--- src/rtl/nco_pkg.sv ---
// Shared constants, quadrant encodings and the quarter-wave table generator
// for the nco_sincos oscillator.
package nco_pkg;

    localparam int NB_PHASE_DEF    = 16;
    localparam int NB_LUT_ADDR_DEF = 8;

    typedef enum logic [1:0] {
        QUAD_0 = 2'd0,
        QUAD_1 = 2'd1,
        QUAD_2 = 2'd2,
        QUAD_3 = 2'd3
    } quad_e;

    // T[k] = round((2^nbf - 1) * sin(pi/2 * (k + 0.5) / m)); evaluated at elaboration only.
    function automatic int quarter_sin(input int k, input int m, input int nbf);
        real amp;
        real ang;
        amp = real'((1 << nbf) - 1);
        ang = 3.14159265358979323846 / 2.0 * (real'(k) + 0.5) / real'(m);
        return $rtoi(amp * $sin(ang) + 0.5);
    endfunction

endpackage

--- src/rtl/nco_quarter_lut.sv ---
// Dual-read registered quarter-wave magnitude ROM; forms pipeline stage 2
// of nco_sincos (one read port for sine, one for cosine).
module nco_quarter_lut
    import nco_pkg::*;
#(
    parameter int NB_ADDR = 6,
    parameter int NB_MAG  = 7,
    parameter int NBF     = 7
) (
    input  logic              i_clock,
    input  logic              i_reset,
    input  logic [NB_ADDR-1:0] i_addr_sin,
    input  logic [NB_ADDR-1:0] i_addr_cos,
    output logic [NB_MAG-1:0]  o_mag_sin,
    output logic [NB_MAG-1:0]  o_mag_cos
);

    localparam int M = 1 << NB_ADDR;

    logic [NB_MAG-1:0] rom [M];
    logic [NB_MAG-1:0] mag_sin_q;
    logic [NB_MAG-1:0] mag_cos_q;

    for (genvar k = 0; k < M; k++) begin : g_rom
        localparam int TV = quarter_sin(k, M, NBF);
        assign rom[k] = TV[NB_MAG-1:0];
    end

    always_ff @(posedge i_clock) begin
        if (i_reset) begin
            mag_sin_q <= '0;
            mag_cos_q <= '0;
        end else begin
            mag_sin_q <= rom[i_addr_sin];
            mag_cos_q <= rom[i_addr_cos];
        end
    end

    assign o_mag_sin = mag_sin_q;
    assign o_mag_cos = mag_cos_q;

endmodule

--- src/rtl/nco_sincos.sv ---
// Three-stage sine/cosine NCO: phase accumulator, folded quarter-wave lookup,
// signed outputs. Define NCO_DITHER_EN to add LFSR phase dither before truncation.
module nco_sincos
    import nco_pkg::*;
#(
    parameter int NB_PHASE    = NB_PHASE_DEF,
    parameter int NB_LUT_ADDR = NB_LUT_ADDR_DEF,
    parameter int NB_OUTPUT   = 8,
    parameter int NBF_OUTPUT  = 7
) (
    input  logic                        i_clock,
    input  logic                        i_reset,
    input  logic                        i_enable,
    input  logic                        i_sync_clear,
    input  logic [NB_PHASE-1:0]         i_freq_word,
    input  logic [NB_PHASE-1:0]         i_phase_offset,
    output logic signed [NB_OUTPUT-1:0] o_dataSin,
    output logic signed [NB_OUTPUT-1:0] o_dataCos,
    output logic                        o_valid
);

    localparam int NB_K   = NB_LUT_ADDR - 2;
    localparam int NB_MAG = NB_OUTPUT - 1;

    logic [NB_PHASE-1:0]    acc_q, acc_d;
    logic [NB_PHASE-1:0]    acc_base;
    logic [NB_PHASE-1:0]    phase_sum;
    logic [NB_PHASE-1:0]    dither;
    logic [NB_LUT_ADDR-1:0] p_q, p_d;
    logic [2:0]             vld_q;
    logic                   neg_sin_q, neg_cos_q;
    logic signed [NB_OUTPUT-1:0] sin_q, sin_d, cos_q, cos_d;

    quad_e             q_sin, q_cos;
    logic [NB_K-1:0]   k_idx, addr_sin, addr_cos;
    logic              neg_sin, neg_cos;
    logic [NB_MAG-1:0] mag_sin, mag_cos;

`ifdef NCO_DITHER_EN
    localparam int NB_DITH = NB_PHASE - NB_LUT_ADDR;

    logic [14:0] lfsr_q, lfsr_d;

    // Fibonacci x^15 + x^14 + 1, stepped once per launched sample.
    always_comb begin
        lfsr_d = lfsr_q;
        if (i_enable) lfsr_d = {lfsr_q[13:0], lfsr_q[14] ^ lfsr_q[13]};
    end

    always_ff @(posedge i_clock) begin
        if (i_reset) lfsr_q <= 15'h0001;
        else         lfsr_q <= lfsr_d;
    end

    assign dither = NB_PHASE'(lfsr_q[NB_DITH-1:0]);
`else
    assign dither = '0;
`endif

    // Clear zeroes the base the current sample and the next accumulation use.
    always_comb begin
        acc_base  = i_sync_clear ? '0 : acc_q;
        phase_sum = acc_base + i_phase_offset + dither;
        p_d       = NB_LUT_ADDR'(phase_sum >> (NB_PHASE - NB_LUT_ADDR));
        acc_d     = acc_q;
        if (i_enable)          acc_d = acc_base + i_freq_word;
        else if (i_sync_clear) acc_d = '0;
    end

    // Fold: odd quadrants read the table mirrored, upper half-turn negates.
    always_comb begin
        q_sin    = quad_e'(p_q[NB_LUT_ADDR-1 -: 2]);
        q_cos    = quad_e'(p_q[NB_LUT_ADDR-1 -: 2] + 2'd1);
        k_idx    = p_q[NB_K-1:0];
        addr_sin = (q_sin == QUAD_1 || q_sin == QUAD_3) ? ~k_idx : k_idx;
        addr_cos = (q_cos == QUAD_1 || q_cos == QUAD_3) ? ~k_idx : k_idx;
        neg_sin  = (q_sin == QUAD_2 || q_sin == QUAD_3);
        neg_cos  = (q_cos == QUAD_2 || q_cos == QUAD_3);
    end

    nco_quarter_lut #(
        .NB_ADDR (NB_K),
        .NB_MAG  (NB_MAG),
        .NBF     (NBF_OUTPUT)
    ) u_lut (
        .i_clock    (i_clock),
        .i_reset    (i_reset),
        .i_addr_sin (addr_sin),
        .i_addr_cos (addr_cos),
        .o_mag_sin  (mag_sin),
        .o_mag_cos  (mag_cos)
    );

    always_comb begin
        sin_d = sin_q;
        cos_d = cos_q;
        if (vld_q[1]) begin
            sin_d = neg_sin_q ? -$signed({1'b0, mag_sin}) : $signed({1'b0, mag_sin});
            cos_d = neg_cos_q ? -$signed({1'b0, mag_cos}) : $signed({1'b0, mag_cos});
        end
    end

    always_ff @(posedge i_clock) begin
        if (i_reset) begin
            acc_q     <= '0;
            p_q       <= '0;
            vld_q     <= '0;
            neg_sin_q <= 1'b0;
            neg_cos_q <= 1'b0;
            sin_q     <= '0;
            cos_q     <= '0;
        end else begin
            acc_q     <= acc_d;
            if (i_enable) p_q <= p_d;
            vld_q     <= {vld_q[1:0], i_enable};
            neg_sin_q <= neg_sin;
            neg_cos_q <= neg_cos;
            sin_q     <= sin_d;
            cos_q     <= cos_d;
        end
    end

    assign o_dataSin = sin_q;
    assign o_dataCos = cos_q;
    assign o_valid   = vld_q[2];

endmodule
--- config.mk ---
export PLATFORM = sky130hd
export DESIGN_NAME = nco_sincos
export DESIGN_NICKNAME = d
export VERILOG_FILES = /design/src/rtl/nco_pkg.sv /design/src/rtl/nco_quarter_lut.sv /design/src/rtl/nco_sincos.sv
export SDC_FILE = /design/constraint.sdc
export NUM_CORES = 1
export LEC_CHECK = 0
export BUFFER_PORTS_ARGS = -buffer_cell sky130_fd_sc_hd__buf_4
export CORE_ASPECT_RATIO = 1.1
export CORE_MARGIN = 1
export CORE_UTILIZATION = 55
export DETAILED_ROUTE_END_ITERATION = 10
export GPL_TIMING_DRIVEN = 0
export PLACE_DENSITY_LB_ADDON = 0.3
export SYNTH_ARGS = -nofsm -noshare
export SYNTH_HDL_FRONTEND = slang
export SYNTH_HIERARCHICAL = 1
export SYNTH_SLANG_ARGS = --single-unit
export TNS_END_PERCENT = 20
--- constraint.sdc ---
create_clock -name i_clock -period 4.8 [get_ports i_clock]
set_input_delay 0.72 -clock i_clock [delete_from_list [all_inputs] [get_ports i_clock]]
set_output_delay 0.72 -clock i_clock [all_outputs]
set_load 0.05 [all_outputs]
-- After elaboration in Yosys (flattened, before gate mapping)
Memory sizes are Yosys's and may differ from the RTL's. A register that Yosys moved wholly into a read port is not among the register bits.
Index checks and enable logic that the tools add are counted.
- register bits: 45
- memory bits (read-only): 896
- input bits: 36
- output and inout bits: 17
- logic and storage cells: 33
- memories kept: 2
- $add $sub $neg: 5
- equal/unequal tests: 6
- mux-type cells: 6
- bitwise gates (word level): 3
- reduce and logical (&&, ||, !) cells: 4
- memory list (name ; depth ; width ; read ports ; clocked after memory_dff ; wr ports ; line ; RTL):
    (no name shown) ; 64 ; 7 ; 1 ; 1 ; 0 ; nco_quarter_lut.sv:35 ; mag_cos_q <= rom[i_addr_cos];
    (no name shown) ; 64 ; 7 ; 1 ; 1 ; 0 ; nco_quarter_lut.sv:34 ; mag_sin_q <= rom[i_addr_sin];
- operators with widths (operator ; count):
    $add 16x16->16 ; 2
    $mux 16 ; 2
    $mux 8 ; 2
    $neg 7->8 ; 2
    $not 6->7 ; 2
    $mux 6 ; 2
    $eq 2x2->1 const B ; 4
    $not 6->6 ; 1
    $eq 2x1->1 const B ; 2
    $logic_or 1x1->1 ; 4
    $add 2x1->2 const B ; 1

-- Depth between registers and ports, before layout
Gate-level depths: netlist (run 1).
- depth in word-level cells: 5
- mapped depth: 14
- depth with buffers taken out: 10

-- By module
Netlist (run 1), hierarchy kept.
- by module, submodules not included (module ; instances ; cells each ; area each (µm²) ; seq. area each (µm²)):
    nco_sincos ; 1 ; 578 ; 4424.2 ; 900.9
    nco_quarter_lut ; 1 ; 175 ; 1438.9 ; 280.3

-- Worst setup path before layout (run 1)
Ideal clock, no wire load.
- path kind: input -> register
- start: input port i_sync_clear
- end: register acc_q[12]
- library setup time: 117 ps
- data arrival time: 3228 ps
- data required time: 4683 ps
- path slack: 1455 ps
- cell stages on the path: 14
- buffers on the path: 4
- cells stage by stage: buf_6 > buf_6 > buf_2 > buf_1 > nor2b_1 > ha_1 > ha_1 > a21boi_1 > a2111oi_4 > o21a_1 > a221oi_2 > o32ai_2 > xor2_1 > a22o_1
- cells in the longest elaborated chain, start to end: 3
- RTL lines (item ; line ; RTL):
    start: declaration ; nco_sincos.sv:14 ; input logic i_sync_clear,
    $mux 16 (*) ; -- ;
    $add 16x16->16 ; nco_sincos.sv:66 ; if (i_enable) acc_d = acc_base + i_freq_word;
    $mux 16 (*) ; nco_sincos.sv:66 ;
    end signal: assignment ; nco_sincos.sv:105 ; acc_q <= '0;
    end signal: assignment ; nco_sincos.sv:113 ; acc_q <= acc_d;
    end: declaration ; nco_sincos.sv:25 ; logic [NB_PHASE-1:0] acc_q, acc_d;
Mark *: on every way between the ends. The rest lies on a longest branch, timed or not.
A chain may end at the register's enable or synchronous reset.

-- Worst setup path in the final report (run 1)
Ends and elaborated chain as after synthesis.

==> qor.txt, run 1 <==
Run status - complete, no violations
Sinks on Clock Net - 59
CTS Buf Count - 9
Syn Area/Cell - 7.79 um^2
RSZ-0062 raised after global routing - false
Initial core utilization - 0.564
GR Util All Layers - 0.297
Fmax - 0.248 GHz
Register bit total from synthesis - 59
Number of global-route vias before repair - 5653
Crit path launch type - primary input
First-pass GRT wire length - 26100 um
Final wirelength - 16200 um
FF-to-FF setup slack - 1440 ps
Hold crit path type - flop to flop
Final setup fails - 0
Final nets - 880
Launch point of the worst path - i_sync_clear
Tcrit/Tclk final - 0.842
H-tree levels - 3
CTS max path bufs - 2
Commonest non-fill, non-tap cell in the layout - nor2_1
Via count - 5994
CP Capture Type - flop
Vias per cell - 6.28
Port Buffers - 44
Fin. Hold Viols - 0
Post-CTS sizing - 0
R2r startpoint - p_q[7]
Post-CTS setup buffer count - 0
Cell count after synthesis - 753
Most frequent cells in the layout - nor2_1 (66), dfxtp_1 (59), nand2_1 (57)
Core Region - 10400 um^2
Worst-path clk slew - 60 ps
Wire length per cell - 17.0 um
Worst Path Class, Setup - primary input to flop
Max Clock Skew - 7.88 ps
Post-synth EDFFs - 0
First-iteration detailed-routing DRC count - 473
Die span in y - 110 um
Worst Setup EP - acc_q[12]
Initial antenna violation count - 0
P per Cell Area - 328 nW/um^2
Congestion Overflow GR - 0
Worst EP required - 5030 ps
Post-route antenna net violation count - 0
Measured slew at the worst slew-check pin - 832 ps
Cell Area, Synth - 5860 um^2
Drt pass-1 iters - 5
CTS tree - done
# IOs - 53
Worst r2r path cells - 10
Post-synth ARST share - 0
Antenna Diode Count - 0
Synth Warn # - 6
Max Slew Vio Count - 0
FF/Latch Area - 1180 um^2
Crit Path Max Fanout - 10
Root Driver - clkbuf_16
Max-capacitance violation count - 0
Rows - 39
Pleak - 2.64 nW
Minimum clock period - 4040 ps
Mapped Nets - 825
Die Wd - 100 um
Layout cells sized above 1 - 0.138
Distinct cells, synth - 93
Rel. slew slack - 0.441
Post-CTS Hold Fix Bufs - 0
GP Congestion - 0.949
Register area share after synthesis - 0.201
Finished Core Util - 0.645
Multi-input logic area - 4290 um^2
Ys flop type - dfxtp_1
VDD IR max - 189 uV
Area growth from synthesis to layout - 14.3%
Die area - 11100 um^2
R2R Path End - u_lut/o_mag_sin[1]
Largest net degree at the start of global routing - 13
Crit path arrival time - 4270 ps
Filler cell count - 920
Hpwl dp - 12100 um
Latest clock arrival within the worst-skew pair - 330 ps
DRC violations left - 0
Setup TNS - 0 ps
[state kept, by name, indices dropped and copies added, names as in the netlist]
register / cells
neg_sin_q: 1
o_dataCos: 8
o_dataSin: 8
u_lut/o_mag_sin: 7
acc_q: 16
p_q: 8
u_lut/o_mag_cos: 7
neg_cos_q: 1
vld_q: 3
[how the worst min path moves through the flow]
stage	start	to	depth (start not counted)
3_3_place_gp	o_dataSin[7]	o_dataSin[7]	2
5_1_grt	o_dataCos[3]	o_dataCos[3]	2
3_5_place_dp	o_dataSin[7]	o_dataSin[7]	2
4_1_cts	o_dataSin[7]	o_dataSin[7]	2
2_1_floorplan	vld_q[0]	vld_q[1]	1
6_report	o_dataCos[7]	o_dataCos[7]	2
[logic make-up after synthesis]
| group | share of synthesized area |
|---|---|
| XOR/XNOR | 0.0941 |
| AO/OA/AOI/OAI | 0.287 |
| AND/OR/NAND/NOR | 0.224 |
| multiplexers | 0.0405 |
| adder cells (fa/ha/maj) | 0.0854 |
| flip-flops | 0.201 |
| buffers and inverters | 0.0676 |
[worst max-delay path, stage by stage]
cell and delay [ps]:
buf_4 140, buf_6 170, buf_6 170, buf_2 280, buf_1 590, nor2b_1 150, ha_1 280, ha_1 230
a21boi_1 250, a2111oi_4 80, o21a_1 230, a221oi_2 460, o32ai_2 150, xor2_1 180, a22o_1 200
[where the power goes]
part | internal, mW | total, mW | switching (mW)
Clock | 0.480 | 0.722 | 0.243
Sequential | 0.550 | 0.601 | 0.0516
Combinational | 0.352 | 0.871 | 0.518
[Yosys cell counts (11+ instances only)]
cell type / count / area, um^2
a211oi_1: 23 / 173
nand2_1: 57 / 214
xor2_1: 21 / 184
clkbuf_1: 25 / 93.8
dfxtp_1: 59 / 1180
nand2b_1: 11 / 68.8
mux2i_1: 11 / 110
nand3_1: 18 / 90.1
ha_1: 36 / 450
a31oi_1: 17 / 106
buf_2: 20 / 100
nor2b_1: 24 / 150
inv_1: 34 / 128
a21oi_1: 38 / 190
nor3_1: 20 / 100
o211ai_1: 16 / 120
xnor2_1: 42 / 368
o21ai_0: 30 / 150
nor2_1: 66 / 248
[routing by layer]
layer  vias up  share of wire  GRT usage
met5         -              0          0
met4         0          0.034      0.150
met3        50          0.071     0.0378
met2       287           0.50      0.545
met1      2783           0.39      0.340
li1       2874              -          -
[area by class of cell]
class	count	area share
buffer	53	0.0385
clock buffer	11	0.0377
clock inverter	4	0.0110
inverter	37	0.0207
multi-input combinational	604	0.640
sequential	59	0.176
tap	143	0.0267
timing repair buffer	44	0.0493
[stage by stage]
stage,worst slack [ps],power (mW),hold WS [ps],cells,instance area (um^2)
global placement,578,1.44,461,940,6370
CTS,832,2.18,471,955,6700
detailed placement,479,1.46,462,940,6370
floorplan,1460,1.26,414,753,5860
global route,642,2.31,493,955,6700
finish,761,2.19,475,955,6700
Note: power is estimated with default switching activity, not from simulation.
==> run 2, diff against run 1 <==
- clock period: 4.8 -> 3.5 ns (I/O delays scaled with it)
==> run 2 against run 1 <==
  * Power is 37% higher
  * Worst hold slack barely moved
  * Utilization is 0.34 points higher
  * Sequential power up 37%
  * Count of clock-buffer cells in the layout is the same
  * Register-to-register slack worse by 1100 ps
  * Die area stayed put
  * Final cell count unchanged
  * Non-clock buffer count unchanged
  * Worst setup slack lost 580 ps
  * Design area increased by 0.52%
  * First-iteration DRC count decreased by 4.7%
==> qor.txt, run 2 (same netlist as run 1, synthesis figures left out) <==
Hpwl dp - 12100 um (unchanged)
Sinks on Clock Net - 59 (unchanged)
DRC violations left - 0 (unchanged)
Top reg by flops - acc_q (unchanged)
Die span in y - 110 um (unchanged)
Final Power - 3.01 mW (was 2.19 mW)
CTS Buf Count - 9 (unchanged)
Minimum clock period - 3320 ps
Worst Setup EP - acc_q[12] (unchanged)
RSZ-0062 raised after global routing - false (unchanged)
Crit path arrival time - 3550 ps (was 4270 ps)
Fmax - 0.301 GHz
Congestion Overflow GR - 0 (unchanged)
H-tree levels - 3 (unchanged)
Port Buffers - 44 (unchanged)
Launch point of the worst path - i_sync_clear (unchanged)
CTS max path bufs - 2 (unchanged)
Max Slew Vio Count - 0 (unchanged)
Core Region - 10400 um^2 (unchanged)
Tcrit/Tclk final - 0.948
CP Capture Type - flop (unchanged)
Final setup fails - 0 (unchanged)
First-pass GRT wire length - 26100 um (about the same)
Worst-path clk slew - 60 ps (about the same)
Latest clock arrival within the worst-skew pair - 330 ps (about the same)
Worst EP required - 3730 ps (was 5030 ps)
Max reg flops - 16 (unchanged)
Post-route cell area - 6730 um^2 (was 6700 um^2)
GP Congestion - 0.949 (unchanged)
R2r startpoint - p_q[7] (unchanged)
Antenna Diode Count - 0 (unchanged)
Post-route antenna net violation count - 0 (unchanged)
GR Util All Layers - 0.297 (about the same)
Final nets - 880 (unchanged)
Number of global-route vias before repair - 5641 (was 5653)
Drt pass-1 iters - 7 (was 5)
Via count - 5999 (was 5994)
Hold crit path type - flop to flop (unchanged)
Pleak - 2.64 nW (about the same)
Wire length per cell - 17.0 um (about the same)
Largest net degree at the start of global routing - 13 (unchanged)
Layout cells sized above 1 - 0.143 (was 0.138)
Finished Core Util - 0.648 (was 0.645)
Initial antenna violation count - 0 (unchanged)
Area growth from synthesis to layout - 14.9% (was 14.3%)
First-iteration detailed-routing DRC count - 451 (was 473)
Commonest non-fill, non-tap cell in the layout - nor2_1 (unchanged)
# IOs - 53 (unchanged)
VDD IR max - 259 uV (was 189 uV)
Final WS setup - 183 ps (was 761 ps)
Worst Path Class, Setup - primary input to flop (unchanged)
Worst r2r path cells - 10 (unchanged)
FF-to-FF setup slack - 310 ps (was 1440 ps)
Placed cell areas - 6370 um^2 (unchanged)
Final wirelength - 16200 um (about the same)
Rows - 39 (unchanged)
CTS tree - done (unchanged)
Root Driver - clkbuf_16 (unchanged)
Die area - 11100 um^2 (unchanged)
Hold Crit Start - o_dataCos[7] (unchanged)
Die Wd - 100 um (unchanged)
Crit path launch type - primary input (unchanged)
P per Cell Area - 447 nW/um^2 (was 328 nW/um^2)
Pre-CTS setup slack - -626 ps (was 479 ps)
Max Clock Skew - 7.39 ps (was 7.88 ps)
Rel. slew slack - 0.439 (was 0.441)
Most frequent cells in the layout - nor2_1 (65), dfxtp_1 (59), nand2_1 (57) (was nor2_1 (66), dfxtp_1 (59), nand2_1 (57))
R2R Path End - u_lut/o_mag_sin[1] (unchanged)
Run status - complete, no violations (unchanged)
Fin. Hold Viols - 0 (unchanged)
Measured slew at the worst slew-check pin - 836 ps (was 832 ps)
Crit Path Max Fanout - 10 (unchanged)
Max-capacitance violation count - 0 (unchanged)
Initial core utilization - 0.564 (unchanged)
Hold slack - 475 ps (about the same)
Vias per cell - 6.28 (about the same)
[run 2: cell types whose count changed in the layout (fill, tap and decap cells not counted)]
cell,delta
a2111oi_2,-1
a2111oi_4,+1
a221oi_2,-1
a221oi_4,+1
buf_1,-1
clkbuf_4,+1
ha_1,-1
ha_2,+1
nor2_1,-1
nor2_2,+1
nor2b_1,-1
nor2b_2,+1
[run 2: layout make-up]
type	count	area (um^2)
Clock buffer	11	253
Tap cell	143	179
Fill cell	916	3660
Timing Repair Buffer	44	330
Sequential cell	59	1180
Inverter	37	139
Multi-Input combinational cell	604	4320
Clock inverter	4	73.8
Buffer	53	262
[run 2: how the worst min path moves through the flow]
stage,cells after the start,to
2_1_floorplan,1,vld_q[1]
3_3_place_gp,2,o_dataSin[7]
3_5_place_dp,2,o_dataSin[7]
4_1_cts,2,o_dataSin[7]
5_1_grt,2,o_dataCos[3]
6_report,2,o_dataCos[7]
[run 2: what timing repair did]
item                                   CTS  global route
setup endpoints to repair                5             4
resized for setup                        1             6
buffers inserted                         0             0
endpoints found under the hold margin    0             0
hold buffers                             0             0
[run 2: metal layers]
metal	wire length (um)	share of wire	track usage
met1	6350	0.39	0.342
met2	8230	0.51	0.545
met3	1140	0.070	0.0366
met4	525	0.032	0.148
met5	0	0	0
[run 2: critical path, cell delays in order]
cell	delay, ps
buf_4	140
buf_6	160
buf_6	170
buf_2	290
clkbuf_4	310
nor2b_2	70
ha_2	200
ha_1	210
a21boi_1	250
a2111oi_4	80
o21a_1	250
a221oi_4	390
o32ai_2	130
xor2_1	160
a22o_1	200
[run 2: through the flow]
step,TNS (ps),instances
CTS,0,955
floorplan,0,753
detailed placement,-4390,940
global placement,-3160,940
finish,0,955
global route,0,955
[run 2: power by group]
group | internal, mW | switching (mW) | total, mW
clock | 0.658 | 0.332 | 0.989
sequential | 0.754 | 0.0706 | 0.824
combinational | 0.485 | 0.713 | 1.20
==> run 3, diff against run 2 <==
- CTS_CLUSTER_DIAMETER: default -> 120
- clock period: 3.5 -> 3.95 ns (I/O delays scaled with it)
==> run 3 against run 2 <==
  * Clock power is 11% lower
  * Final cell count unchanged
  * Non-clock buffer count stayed put
  * Utilization is 0.32 points lower
  * Power shrank 11%
  * Largest power group unchanged
==> qor.txt, run 3 (same netlist as run 1, synthesis figures left out) <==
Pre-CTS setup slack - -243 ps (was -626 ps)
Met3 WL post-DR - 1060 um (was 1140 um)
Final wirelength - 16300 um (was 16200 um)
Initial antenna violation count - 0 (unchanged)
Post-CTS setup buffer count - 0 (unchanged)
Delay of the slowest critical-path stage - 450 ps (was 390 ps)
Initial core utilization - 0.564 (unchanged)
DP Cell Count - 940 (unchanged)
Minimum clock period - 3590 ps
Max reg flops - 16 (unchanged)
Rows - 39 (unchanged)
Met2 routed WL - 8190 um (was 8230 um)
Fmax - 0.279 GHz
Sinks on Clock Net - 59 (unchanged)
Die area - 11100 um^2 (unchanged)
Pleak - 2.64 nW (about the same)
Commonest non-fill, non-tap cell in the layout - nor2_1 (unchanged)
# IOs - 53 (unchanged)
Port Buffers - 44 (unchanged)
Layout cells sized above 1 - 0.139 (was 0.143)
Final nets - 880 (unchanged)
Vias per cell - 6.27 (was 6.28)
Top sig layer - met4 (unchanged)
VDD IR max - 232 uV (was 259 uV)
GP Congestion - 0.949 (unchanged)
First-pass GRT wire length - 26100 um (about the same)
Congestion Overflow GR - 0 (unchanged)
Crit path launch type - primary input (unchanged)
CP Capture Type - flop (unchanged)
Worst Path Class, Setup - primary input to flop (unchanged)
Latest clock arrival within the worst-skew pair - 340 ps (was 330 ps)
Fin. Hold Viols - 0 (unchanged)
Final Power - 2.67 mW (was 3.01 mW)
Post-route antenna net violation count - 0 (unchanged)
Worst path slowest cell - a221oi_2 (was a221oi_4)
CTS Buf Count - 9 (unchanged)
Crit Path Max Fanout - 10 (unchanged)
Finished Core Util - 0.645 (was 0.648)
Max Clock Skew - 7.13 ps (was 7.39 ps)
Final WS setup - 361 ps (was 183 ps)
Antenna Diode Count - 0 (unchanged)
Worst EP required - 4180 ps (was 3730 ps)
Hold slack - 475 ps (about the same)
Final setup fails - 0 (unchanged)
Wire length per cell - 17.1 um (was 17.0 um)
Via count - 5992 (was 5999)
CP Cell Sequence - buf_4 -> buf_6 -> buf_6 -> buf_2 -> clkbuf_2 -> nor2b_1 -> ha_1 -> ha_1 -> a21boi_1 -> a2111oi_4 -> o21a_1 -> a221oi_2 -> o32ai_2 -> xor2_1 -> a22o_1 (was buf_4 -> buf_6 -> buf_6 -> buf_2 -> clkbuf_4 -> nor2b_2 -> ha_2 -> ha_1 -> a21boi_1 -> a2111oi_4 -> o21a_1 -> a221oi_4 -> o32ai_2 -> xor2_1 -> a22o_1)
Measured slew at the worst slew-check pin - 841 ps (was 836 ps)
Delay-heaviest family, CP - compound AO/OA/AOI/OAI gates (unchanged)
Die span in y - 110 um (unchanged)
P per Cell Area - 399 nW/um^2 (was 447 nW/um^2)
Hpwl dp - 12100 um (unchanged)
CP Depth - 15 (unchanged)
Run status - complete, no violations (unchanged)
Core Region - 10400 um^2 (unchanged)
Worst-path clk slew - 60 ps (about the same)
CTS tree - done (unchanged)
CTS max path bufs - 2 (unchanged)
Largest net degree at the start of global routing - 13 (unchanged)
R2R Path End - u_lut/o_mag_sin[1] (unchanged)
Top reg by flops - acc_q (unchanged)
Number of global-route vias before repair - 5653 (was 5641)
First-iteration detailed-routing DRC count - 473 (was 451)
Buf/Inv on CP - 5 (unchanged)
Most frequent cells in the layout - nor2_1 (66), dfxtp_1 (59), nand2_1 (57) (was nor2_1 (65), dfxtp_1 (59), nand2_1 (57))
Wl on met1 - 6530 um (was 6350 um)
Crit path arrival time - 3820 ps (was 3550 ps)
FF-to-FF setup slack - 600 ps (was 310 ps)
Drt pass-1 iters - 6 (was 7)
Launch point of the worst path - i_sync_clear (unchanged)
Placed cell areas - 6370 um^2 (unchanged)
Fin cells - 955 (unchanged)
Hold crit path type - flop to flop (unchanged)
DRC violations left - 0 (unchanged)
RSZ-0062 raised after global routing - false (unchanged)
Worst Setup EP - acc_q[12] (unchanged)
GR Util All Layers - 0.297 (about the same)
Tcrit/Tclk final - 0.909
Post-CTS Hold Fix Bufs - 0 (unchanged)
Die Wd - 100 um (unchanged)
Setup TNS - 0 ps (unchanged)
Worst r2r path cells - 10 (unchanged)
Max Slew Vio Count - 0 (unchanged)
Root Driver - clkbuf_16 (unchanged)
H-tree levels - 3 (unchanged)
Post-route cell area - 6700 um^2 (was 6730 um^2)
R2r startpoint - p_q[7] (unchanged)
Max-capacitance violation count - 0 (unchanged)
Rel. slew slack - 0.435 (was 0.439)
Area growth from synthesis to layout - 14.3% (was 14.9%)
## run 3: cell counts in the layout (fill, tap and decap cells not counted)
Identical to the previous run, type by type.
## run 3: worst min-delay path, cell delays in order (launching register included)
cell and delay [ps]:
dfxtp_1 310, nand2b_1 70, a21oi_1 50
## run 3: worst min-delay path by stage
stage / startpoint / to / slack (ps) / cells after the start
after detailed placement: o_dataSin[7] / o_dataSin[7] / 460 / 2
after global routing: o_dataCos[3] / o_dataCos[3] / 490 / 2
after global placement: o_dataSin[7] / o_dataSin[7] / 460 / 2
after floorplan: vld_q[0] / vld_q[1] / 410 / 1
after CTS: o_dataSin[7] / o_dataSin[7] / 470 / 2
final: o_dataCos[7] / o_dataCos[7] / 480 / 2
## run 3: per-layer routing
layer / global-route usage / vias up
li1: - / 2869
met2: 0.545 / 264
met1: 0.340 / 2803
met3: 0.0378 / 56
met4: 0.150 / 0
met5: 0 / -
## run 3: where the power goes
part | switching, mW | total [mW] | internal, mW
clock | 0.298 | 0.881 | 0.583
sequential | 0.0629 | 0.731 | 0.668
combinational | 0.631 | 1.06 | 0.428
total | 0.992 | 2.67 | 1.68
## run 3: cell type report
cell class	count	area, um^2
plain buffers	53	259
clock inverters	4	73.8
multi-input cells	604	4290
well taps	143	179
flip-flops and latches	59	1180
fillers	921	3690
inverters	37	139
repair buffers	44	330
clock buffers	11	253
## run 3: timing repair
item	in CTS	in global routing
hold endpoints to repair	0	0
endpoints found under the setup margin	0	2
gates resized for setup	0	1
